===== src/rtl/mips_pipe_pkg.sv =====
// Shared MIPS pipeline definitions: control-bundle layout, register-zero constant
// and the packed control struct used by the ID/EX, EX/MEM and MEM/WB registers.
package mips_pipe_pkg;

  localparam int CTRL_W = 10;

  localparam int CTRL_REG_WRITE  = 9;
  localparam int CTRL_MEM_READ   = 8;
  localparam int CTRL_MEM_WRITE  = 7;
  localparam int CTRL_MEM_TO_REG = 6;
  localparam int CTRL_ALU_SRC    = 5;
  localparam int CTRL_REG_DST    = 4;
  localparam int CTRL_ALU_OP_HI  = 3;
  localparam int CTRL_ALU_OP_LO  = 0;

  localparam logic [4:0] REG_ZERO = 5'd0;

  // Field order matches the bit-index constants above (MSB first).
  typedef struct packed {
    logic       reg_write;
    logic       mem_read;
    logic       mem_write;
    logic       mem_to_reg;
    logic       alu_src;
    logic       reg_dst;
    logic [3:0] alu_op;
  } ctrl_t;

  localparam ctrl_t CTRL_NOP = '0;

  function automatic logic ctrl_is_load(input logic [CTRL_W-1:0] ctrl);
    return ctrl[CTRL_MEM_READ];
  endfunction

endpackage


===== src/rtl/id_ex_hazard_reg_load_use_detect.sv =====
// Combinational load-use hazard detector and PC / IF-ID write-enable generation.
// Hold outranks flush, and flush outranks a detected hazard.
module load_use_detect
  import mips_pipe_pkg::*;
#(
  parameter int REG_W = 5
) (
  input  logic             ex_mem_read,
  input  logic             ex_valid,
  input  logic [REG_W-1:0] ex_rt,
  input  logic [REG_W-1:0] id_rs,
  input  logic [REG_W-1:0] id_rt,
  input  logic             id_uses_rs,
  input  logic             id_uses_rt,
  input  logic             flush,
  input  logic             ex_hold,
  output logic             pc_write_en,
  output logic             ifid_write_en,
  output logic             load_use_stall
);

  logic rs_match;
  logic rt_match;
  logic hazard;

  // $0 is hard-wired, so a load targeting it can never feed a consumer.
  always_comb begin
    rs_match = id_uses_rs && (id_rs == ex_rt);
    rt_match = id_uses_rt && (id_rt == ex_rt);
    hazard   = ex_mem_read && ex_valid && (ex_rt != REG_W'(REG_ZERO))
               && (rs_match || rt_match);
  end

  always_comb begin
    pc_write_en    = 1'b1;
    ifid_write_en  = 1'b1;
    load_use_stall = 1'b0;
    if (ex_hold) begin
      pc_write_en   = 1'b0;
      ifid_write_en = 1'b0;
    end else if (flush) begin
      pc_write_en   = 1'b1;
      ifid_write_en = 1'b1;
    end else if (hazard) begin
      pc_write_en    = 1'b0;
      ifid_write_en  = 1'b0;
      load_use_stall = 1'b1;
    end
  end

endmodule


===== src/rtl/id_ex_hazard_reg.sv =====
// ID/EX pipeline register with merged load-use bubble insertion, branch flush and hold.
// Optional macro ID_EX_STALL_COUNT_EN adds a saturating stall_count output.
module id_ex_hazard_reg
  import mips_pipe_pkg::*;
#(
  parameter int DATA_W = 32,
  parameter int REG_W  = 5,
  parameter int CTRL_W = 10
) (
  input  logic              clk,
  input  logic              rst_n,
  input  logic [REG_W-1:0]  id_rs,
  input  logic [REG_W-1:0]  id_rt,
  input  logic [REG_W-1:0]  id_rd,
  input  logic [DATA_W-1:0] id_rd1,
  input  logic [DATA_W-1:0] id_rd2,
  input  logic [DATA_W-1:0] id_imm,
  input  logic [CTRL_W-1:0] id_ctrl,
  input  logic              id_uses_rs,
  input  logic              id_uses_rt,
  input  logic              flush,
  input  logic              ex_hold,
  output logic [REG_W-1:0]  Rs_lv2,
  output logic [REG_W-1:0]  Rt_lv2,
  output logic [REG_W-1:0]  Rd_lv2,
  output logic [DATA_W-1:0] ReadData1_lv2,
  output logic [DATA_W-1:0] ReadData2_lv2,
  output logic [DATA_W-1:0] Imm_lv2,
  output logic [CTRL_W-1:0] ctrl_lv2,
  output logic              valid_lv2,
  output logic              pc_write_en,
  output logic              ifid_write_en,
`ifdef ID_EX_STALL_COUNT_EN
  output logic [15:0]       stall_count,
`endif
  output logic              load_use_stall
);

  logic ex_mem_read;

  assign ex_mem_read = ctrl_is_load(ctrl_lv2);

  load_use_detect #(
    .REG_W (REG_W)
  ) u_detect (
    .ex_mem_read    (ex_mem_read),
    .ex_valid       (valid_lv2),
    .ex_rt          (Rt_lv2),
    .id_rs          (id_rs),
    .id_rt          (id_rt),
    .id_uses_rs     (id_uses_rs),
    .id_uses_rt     (id_uses_rt),
    .flush          (flush),
    .ex_hold        (ex_hold),
    .pc_write_en    (pc_write_en),
    .ifid_write_en  (ifid_write_en),
    .load_use_stall (load_use_stall)
  );

  // Operand fields still load on a bubble; only ctrl/valid must be squashed.
  always_ff @(posedge clk) begin
    if (!rst_n) begin
      Rs_lv2        <= '0;
      Rt_lv2        <= '0;
      Rd_lv2        <= '0;
      ReadData1_lv2 <= '0;
      ReadData2_lv2 <= '0;
      Imm_lv2       <= '0;
      ctrl_lv2      <= '0;
      valid_lv2     <= 1'b0;
    end else if (ex_hold) begin
      Rs_lv2        <= Rs_lv2;
      Rt_lv2        <= Rt_lv2;
      Rd_lv2        <= Rd_lv2;
      ReadData1_lv2 <= ReadData1_lv2;
      ReadData2_lv2 <= ReadData2_lv2;
      Imm_lv2       <= Imm_lv2;
      ctrl_lv2      <= ctrl_lv2;
      valid_lv2     <= valid_lv2;
    end else if (flush) begin
      Rs_lv2        <= '0;
      Rt_lv2        <= '0;
      Rd_lv2        <= '0;
      ReadData1_lv2 <= '0;
      ReadData2_lv2 <= '0;
      Imm_lv2       <= '0;
      ctrl_lv2      <= '0;
      valid_lv2     <= 1'b0;
    end else begin
      Rs_lv2        <= id_rs;
      Rt_lv2        <= id_rt;
      Rd_lv2        <= id_rd;
      ReadData1_lv2 <= id_rd1;
      ReadData2_lv2 <= id_rd2;
      Imm_lv2       <= id_imm;
      if (load_use_stall) begin
        ctrl_lv2  <= '0;
        valid_lv2 <= 1'b0;
      end else begin
        ctrl_lv2  <= id_ctrl;
        valid_lv2 <= 1'b1;
      end
    end
  end

`ifdef ID_EX_STALL_COUNT_EN
  logic [15:0] stall_count_q;

  // load_use_stall is already masked by hold and flush, so it is the only qualifier.
  always_ff @(posedge clk) begin
    if (!rst_n) begin
      stall_count_q <= '0;
    end else if (load_use_stall && (stall_count_q != 16'hFFFF)) begin
      stall_count_q <= stall_count_q + 16'd1;
    end
  end

  assign stall_count = stall_count_q;
`endif

endmodule

===== config.mk =====
export PLATFORM = sky130hd
export DESIGN_NAME = id_ex_hazard_reg
export DESIGN_NICKNAME = d
export VERILOG_FILES = /design/src/rtl/mips_pipe_pkg.sv /design/src/rtl/id_ex_hazard_reg_load_use_detect.sv /design/src/rtl/id_ex_hazard_reg.sv
export SDC_FILE = /design/constraint.sdc
export NUM_CORES = 1
export LEC_CHECK = 0
export CAP_MARGIN = 15
export CELL_PAD_IN_SITES_DETAIL_PLACEMENT = 1
export CELL_PAD_IN_SITES_GLOBAL_PLACEMENT = 1
export CORE_ASPECT_RATIO = 1.75
export CORE_MARGIN = 2
export CORE_UTILIZATION = 26
export CTS_BUF_LIST = sky130_fd_sc_hd__clkbuf_4
export DETAILED_ROUTE_END_ITERATION = 8
export GPL_ROUTABILITY_DRIVEN = 1
export PLACE_DENSITY = 0.79
export SETUP_SLACK_MARGIN = 0.02
export SLEW_MARGIN = 20
export SYNTH_ARGS = -nofsm -noshare
export SYNTH_HDL_FRONTEND = slang
export SYNTH_SLANG_ARGS = --single-unit

===== constraint.sdc =====
create_clock -name clk -period 1.9 [get_ports clk]
set_input_delay 0.475 -clock clk [delete_from_list [all_inputs] [get_ports clk]]
set_output_delay 0.475 -clock clk [all_outputs]
set_load 0.03 [all_outputs]

### Yosys cells after proc, flatten, opt, wreduce, memory -nomap -nowiden

Cells that the tools add are included.

* register bits: 122
* bits of input ports: 127
* output and inout bits: 125
* logic and storage cells: 33

* equality and inequality tests: 2
* multiplexer cells: 16
* reduce and logical (&&, ||, !) cells: 7

Operators with widths (count)
* two-way mux 32 bit: 3
* two-way mux 10 bit: 2
* two-way mux 5 bit: 3
* equality test 5 bit: 2
* two-way mux 1 bit: 8
* logical AND 1 bit: 5
* nonzero test 5 bit: 1
* logical OR 1 bit: 1

### Depth between registers and ports, before layout

Gate-level depths: netlist of run 1.

* depth in word-level cells: 9
* gate-level depth with buffers: 6
* gate-level depth less buffers: 4

### Cells and area by module

From an unflattened synthesis of run 1, not the netlist that was laid out.

* cell total of the unflattened synthesis: 564
* area total of the unflattened synthesis: 5335.1 µm²

Modules (own cells, without submodules)
* id_ex_hazard_reg: times used 1, cells an instance 542, area each 5180.0 µm², seq. area each 2442.3 µm²
* load_use_detect: times used 1, cells an instance 22, area each 155.1 µm², seq. area each 0.0 µm²

### Least setup slack after synthesis of run 1

Ideal clock, no wire load.

* path type: register -> output
* start: register Rt_lv2[1]
* end: output pc_write_en
* arrival: 2015 ps
* required time: 1425 ps
* path slack: -590 ps
* cell stages (with the launch flop): 7
* cell sequence: dfxtp_1 or4_1 o2111ai_2 buf_6 inv_2 a21oi_2 buf_4

* longest elaborated chain between the ends: 7
* elaborated cells between the ends (all ways): 11
* classes of those cells: eq/ne (2); mux (3); reduce/logical (6)

RTL lines
* start, declared: RTL line id_ex_hazard_reg.sv:24 `output logic [REG_W-1:0] Rt_lv2,`
* start signal, assigned: RTL line id_ex_hazard_reg.sv:73 `Rt_lv2 <= Rt_lv2;`
* start signal, assigned: RTL line id_ex_hazard_reg.sv:91 `Rt_lv2 <= id_rt;`
* equality test 5 bit (on tied branches): RTL line id_ex_hazard_reg_load_use_detect.sv:28, id_ex_hazard_reg_load_use_detect.sv:29
* logical AND 1 bit (on tied branches): RTL line id_ex_hazard_reg_load_use_detect.sv:28, id_ex_hazard_reg_load_use_detect.sv:29
* logical OR 1 bit: RTL line id_ex_hazard_reg_load_use_detect.sv:31 `&& (rs_match || rt_match);`
* logical AND 1 bit (*): RTL line id_ex_hazard_reg_load_use_detect.sv:31
* two-way mux 1 bit (*) (3 in series)
* end, declared: RTL line id_ex_hazard_reg.sv:31 `output logic pc_write_en,`

Every way passes the cells marked *; elsewhere a longest branch is shown, timed or not.

### Worst setup path in the final report of run 1

* start: register Rt_lv2[1]
* end: output ifid_write_en

* longest elaborated chain between the ends: 7
* elaborated cells between the ends (all ways): 11
* classes of those cells: eq/ne (2); mux (3); reduce/logical (6)

RTL lines
* equality test 5 bit (on tied branches): RTL line id_ex_hazard_reg_load_use_detect.sv:28, id_ex_hazard_reg_load_use_detect.sv:29
* logical AND 1 bit (on tied branches): RTL line id_ex_hazard_reg_load_use_detect.sv:28, id_ex_hazard_reg_load_use_detect.sv:29
* logical OR 1 bit: RTL line id_ex_hazard_reg_load_use_detect.sv:31
* logical AND 1 bit (*): RTL line id_ex_hazard_reg_load_use_detect.sv:31
* two-way mux 1 bit (*): RTL line id_ex_hazard_reg_load_use_detect.sv:44 `end else if (hazard) begin`
* two-way mux 1 bit (*): RTL line id_ex_hazard_reg_load_use_detect.sv:41 `end else if (flush) begin`
* two-way mux 1 bit (*): RTL line id_ex_hazard_reg_load_use_detect.sv:38 `if (ex_hold) begin`
* end, declared: RTL line id_ex_hazard_reg.sv:32 `output logic ifid_write_en,`

Marks and branches as above.

==> impl_results.md, run 1 <==
- Status: complete, but fails checks
- Failing checks: setup timing
- Design Area, Final: 7540 um^2
- Syn Inst Count: 459
- RSZ-0062 raised after global routing: true
- Tcrit/Tclk final: 130%
- Switch Pwr: 1.49 mW
- Clock Latency Late Sink: 0.49 ns
- Worst-path clk slew: roughly 0.10 ns
- Vias: ~4500
- Synthesized area: 4640 um^2
- Startpoint types: flip-flop
- Number of nets in the layout: between 800 and 900
- Hpwl dp: 12.7 mm
- CP max FO: 3
- Antenna viol nets, final: 0
- # clock sinks: 122
- Post-place instance area: 7470 um^2
- Port Buffer Count: 251
- Root Buffer: clkbuf_4
- Worst Path Required: approximately 1.4 ns
- TritonCTS clock tree: done
- Num rows: 64
- Max-Cap Viols: 0
- Initial Util: 26.6%
- Register Area: 2450 um^2
- CTS Hold Bufs: 0
- Setup Crit Path Kind: flip-flop to output port
- Final slew viol count: 0
- Leakage: 3.17 nW
- Final Critical Period: 2.47 ns
- Int Pwr: 3.66 mW
- Final Wtd Congestion: 0.766
- Number of flops mapped to enable cells by yosys: 0
- WL/cell: around 18 um
- Power density cells: 683 nW/um^2
- Finished Layout Cells: roughly 950
- IO Pins: around 250
- Vias in the first global route: between 4000 and 5000
- Placed Cells: 916
- Top_reg_cell synth: dfxtp_1
- Gate power share: between 20% and 30%
- Post-route DRC: 0
- Top post-synthesis cells by area: dfxtp_1 (53%), a22oi_1 (19%), nor2b_1 (15%)
- Layout fillers: 2065
- Die Ht: 181 um
- Overall Global Routing Usage: ~18%
- Yosys top cell by area: dfxtp_1
- CP Capture Type: output port
- Drt via density: roughly 4.8
- Yosys top cell area share: 52.7%
- Max Fclk: 404 MHz
- Worst VDD drop: 0.399 mV
- Area growth syn-to-layout: 62.6%
- Rel. slew slack: roughly three fifths
- Initial DRC count: approximately 140
- Critical Path AT: 2.00 ns
- Register share of total power: 52.9%
- Layout cells sized above 1: 10.3%
- Clock Skews: 0.0159 ns
- Level count of the clock H-tree: 4
- Largest net degree at the start of global routing: 47
- Final count of hold timing violations: 0
- Clk network pwr share: roughly a quarter
- Cts bufs inserted: 17
- Post-synthesis async set-or-reset flop share: 0%
- Synth Area per Inst: 10.1 um^2
- Measured slew at the worst slew-check pin: 0.579 ns
- Clock tree buffer depth: 2
- Sequential area share after synthesis: between 50% and 60%
- Synthesis-stage register bit count: 122
- Final WS setup: -0.575 ns
- Final wirelength: 16.9 mm
- Multi-input logic area: 2050 um^2
- First-pass GRT wire length: 26.2 mm
- Yosys warnings: 0
- Setup violators final: 3
- Initial antenna violation count: 1
- Sw frac: between 20 and 30%
- Core box area: 17500 um^2
- Die W: 105 um
- Syn nets: 586
- Yosys cell types: 24
- Die area: around 19000 um^2
- Total grt overflow: 0
- TritonRoute pass-1 iters: 4
- Hold WC Path Type: input port to flip-flop
[what timing repair did]
item | in CTS | in global routing
gates resized for setup | 141 | 9
gates cloned | 0 | 0
setup endpoints to repair | 125 | 8
pin swaps | 3 | 2
setup buffers | 3 | 1
[worst max-delay path, cell delays in order (launching register included)]
cell and delay [ns]:
dfxtp_4 0.36, or4_4 0.55, o2111ai_4 0.26, inv_4 0.05, a21oi_4 0.13, buf_4 0.17
[Yosys cell counts (all sizes together), types with 2 or more instances]
| master | count |
|---|---|
| inv | 2 |
| a21oi | 2 |
| nor3b | 12 |
| nor2 | 2 |
| nor2b | 111 |
| nand2 | 12 |
| o221ai | 10 |
| xnor2 | 10 |
| buf | 4 |
| dfxtp | 122 |
| a22oi | 120 |
| nand4 | 2 |
| clkbuf | 43 |
[stage by stage]
step                      power [mW]  utilization (%)  worst slack [ns]  hold slack, ns  TNS, ns
after floorplan                 3.31                -            -0.351           0.543   -0.788
after global placement          3.88             42.8            -0.573           0.475   -20.81
after detailed placement        3.92             42.8            -0.564           0.482   -23.13
after CTS                       5.27             43.1            -0.666           0.292    -1.89
after global routing            5.47             43.2            -0.734           0.302    -2.19
final                           5.15             43.2            -0.575           0.366    -1.63
[logic make-up (layout without fill, tap and decap cells)]
family          after synthesis  count (layout)  synth area share (%)
simple gates                142             142                  18.7
compound gates              136             136                  22.4
flops                       122             122                  52.7
buf+inv                      49             306                  4.29
xor+xnor                     10              10                  1.89
other cells                   0               1                     0
[layer usage]
metal / wire, um / up-vias / track usage (%)
met1: 5940 / 2169 / 16.7
met4: 349 / 0 / 7.09
met3: 997 / 17 / 4.74
met2: 9570 / 180 / 34.7
li1: - / 2145 / -
met5: 0 / - / 0
[state kept, by name (all words and copies together), names as in the netlist]
signal and cells:
ctrl_lv2 10, Rt_lv2 5, valid_lv2 1, Rd_lv2 5, ReadData1_lv2 32, Imm_lv2 32
Rs_lv2 5, ReadData2_lv2 32
[path summary, 6_finish.rpt]
kind | cells after the start | from | end | slack (ns)
max reg2reg | 9 | Rt_lv2[1] | ctrl_lv2[1] | 0.23
min | 2 | ex_hold | valid_lv2 | 0.37
min reg2reg | 2 | ctrl_lv2[4] | ctrl_lv2[4] | 0.49
max | 5 | Rt_lv2[1] | ifid_write_en | -0.57
[power by group through the flow]
stage,combinational (mW),clock (mW),sequential (mW)
finish,1.06,1.36,2.72
global route,1.13,1.60,2.74
CTS,1.07,1.47,2.72
detailed placement,1.13,0,2.79
global placement,1.11,0,2.78
floorplan,0.321,0,2.99
[area by class of cell]
type	count	area share (%)
antenna	1	0.0332
clock buffer	19	1.89
clock inverter	8	0.481
inverter	2	0.133
multi-input combinational	288	27.1
sequential	122	32.5
tap	231	3.83
timing repair buffer	277	34.0
[cells in the final DEF, fill, tap and decap left out, types with 10 or more instances in the layout]
cell type,n
clkdlybuf4s50_1,124
nor2b_1,111
a22oi_1,120
nor3b_1,11
dfxtp_1,118
buf_4,28
dlygate4sd2_1,113
nand2_1,12
o221ai_1,10
clkbuf_4,19
Power figures use the tool's default switching activity.
==> inputs of run 2 (changes only) <==
Settings changed: CELL_PAD_IN_SITES_DETAIL_PLACEMENT 1 to 0, CORE_UTILIZATION 26 to 31, PLACE_DENSITY 0.79 to 0.88.
Clock period 1.9 ns to 3.15 ns, I/O delays scaled along.
==> run 2 against run 1 <==
  * The flow now finishes without violations
  * Utilization up 7.9 points
  * Largest cell class unchanged
  * Highest routed layer unchanged
  * Largest power group unchanged
  * Count of clock-buffer cells in the layout up 1
  * Die area down 16%
  * Via count down 1.6%
  * Non-clock buffer count down 14
  * Final cell count down 6.0%
  * Power down 36%
==> impl_results.md, run 2 (synthesis results as in run 1) <==
- Status: complete, no violations
- Clock Latency Late Sink: just under 0.5 ns
- Final Critical Period: around 3.0 ns
- Overall Global Routing Usage: 18.5%
- Hold WC Path Type: flip-flop to flip-flop
- TritonCTS clock tree: done
- Commonest cells after routing, fill and taps aside: clkdlybuf4s50_1 (246), dfxtp_1 (122), a22oi_1 (120)
- Rel. slew slack: 43.4%
- Setup Crit Path Kind: input port to output port
- Final wirelength: between 10 and 15 mm
- Final Wtd Congestion: 0.849
- Cts bufs inserted: 17
- TritonRoute pass-1 iters: 4
- Drt via density: roughly 5
- Die area: 16000 um^2
- Max-Cap Viols: 0
- # clock sinks: around 120
- Level count of the clock H-tree: 4
- Post CTS Setup Buffer Count: 0
- Tcrit/Tclk final: 96.2%
- IO Pins: around 250
- Power density cells: 438 nW/um^2
- Clk network pwr share: 30.4%
- Vias in the first global route: around 4700
- Hpwl dp: around 11 mm
- Startpoint types: input port
- Antenna viol nets, final: 0
- Root Buffer: clkbuf_4
- Clock tree buffer depth: 2
- Top flop regs: Imm_lv2: 32 flops, ReadData1_lv2: 32 flops, ReadData2_lv2: 32 flops
- Final count of hold timing violations: 0
- Num rows: 59
- Initial Util: 31.4%
- Switch Pwr: roughly 950 uW
- RSZ-0062 raised after global routing: false
- Worst hold slack: 0.510 ns
- Area growth syn-to-layout: 62.7%
- Worst-path clk slew: around 0.090 ns
- Initial DRC count: 150
- Core box area: 14800 um^2
- Final slew viol count: 0
- Met1 Wirelength: 5.21 mm
- Die W: a little under 100 um
- Max Fclk: approximately 330 MHz
- Sw frac: 28.7%
- Clock Skews: between 0.02 and 0.025 ns
- Commonest non-fill, non-tap cell in the layout: clkdlybuf4s50_1
- Layout cells sized above 1: 7.78%
- Largest net degree at the start of global routing: 79
- Port Buffer Count: 251
- Gate power share: 19.8%
- CP max FO: 3
- Met2 WL post-DR: 8.30 mm
- Worst VDD drop: 0.270 mV
- Int Pwr: 2.36 mW
- Met3 wire len: 1.03 mm
- Worst Path Required: 2.36 ns
- Total grt overflow: 0
- Die Ht: 166 um
- Register share of total power: between 40% and 50%
- Measured slew at the worst slew-check pin: 0.849 ns
- Critical Path AT: 2.24 ns
- First-pass GRT wire length: 23.1 mm
- Number of nets in the layout: ~820
- Post-place instance area: 7290 um^2
- Vias: 4441
- Setup violators final: 0
- CP Capture Type: output port
- Initial antenna violation count: 1
- Highest metal used: met4
- WL/cell: 16.7 um
- Leakage: 2.62 nW
- Design Area, Final: about 7500 um^2
- Post-route DRC: 0
## run 2: cell type report
class,instances,area (um^2)
fill,1397,7220
timing repair buffer,263,2590
sequential,122,2440
multi-input combinational,288,2020
tap,183,229
clock buffer,20,150
clock inverter,12,103
inverter,2,7.51
antenna,1,2.50
## run 2: power by group through the flow
| stage | Sequential (mW) | Combinational (mW) | Clock, mW |
|---|---|---|---|
| after floorplan | 1.80 | 0.190 | 0 |
| after global placement | 1.68 | 0.650 | 0 |
| after detailed placement | 1.68 | 0.659 | 0 |
| after CTS | 1.65 | 0.662 | 1.05 |
| after global routing | 1.65 | 0.695 | 1.12 |
| final | 1.65 | 0.655 | 1.00 |
## run 2: worst max-delay path, cell delays in order
cell and delay (ns):
clkdlybuf4s50_1 0.52, xnor2_1 0.13, nand4_1 0.18, o22ai_2 0.25, nor3b_2 0.20, buf_4 0.18
## run 2: through the flow
stage	setup WS (ns)	utilization, %	power (mW)	TNS, ns	cells
after floorplan	0.311	-	1.99	0	459
after global placement	-0.235	49.4	2.33	-0.470	858
after detailed placement	-0.247	49.4	2.34	-0.493	858
after CTS	-0.00534	51.1	3.36	-0.00784	890
after global routing	0.0230	51.1	3.47	0	891
final	0.121	51.1	3.30	0	891
## run 2: per-layer routing
metal | vias up | global-route usage, %
met5 | - | 0
met4 | 0 | 8.08
met3 | 27 | 5.54
met2 | 175 | 34.4
met1 | 2117 | 17.9
li1 | 2122 | -
## run 2: repair_timing
| action | CTS | global route |
|---|---|---|
| pin swaps | 0 | 1 |
| endpoints found under the setup margin | 3 | 3 |
| gates cloned | 0 | 0 |
| endpoints found under the hold margin | 0 | 0 |
| resized for setup | 3 | 5 |
| hold buffers | 0 | 0 |
## run 2: final timing paths
path / startpoint / end / slack (ns) / cells past startpoint
setup / recovery: id_rs[4] / load_use_stall / 0.12 / 6
setup reg to reg: Rt_lv2[1] / valid_lv2 / 1.41 / 5
hold / removal: ctrl_lv2[4] / ctrl_lv2[4] / 0.51 / 2
hold reg to reg: ctrl_lv2[4] / ctrl_lv2[4] / 0.51 / 2
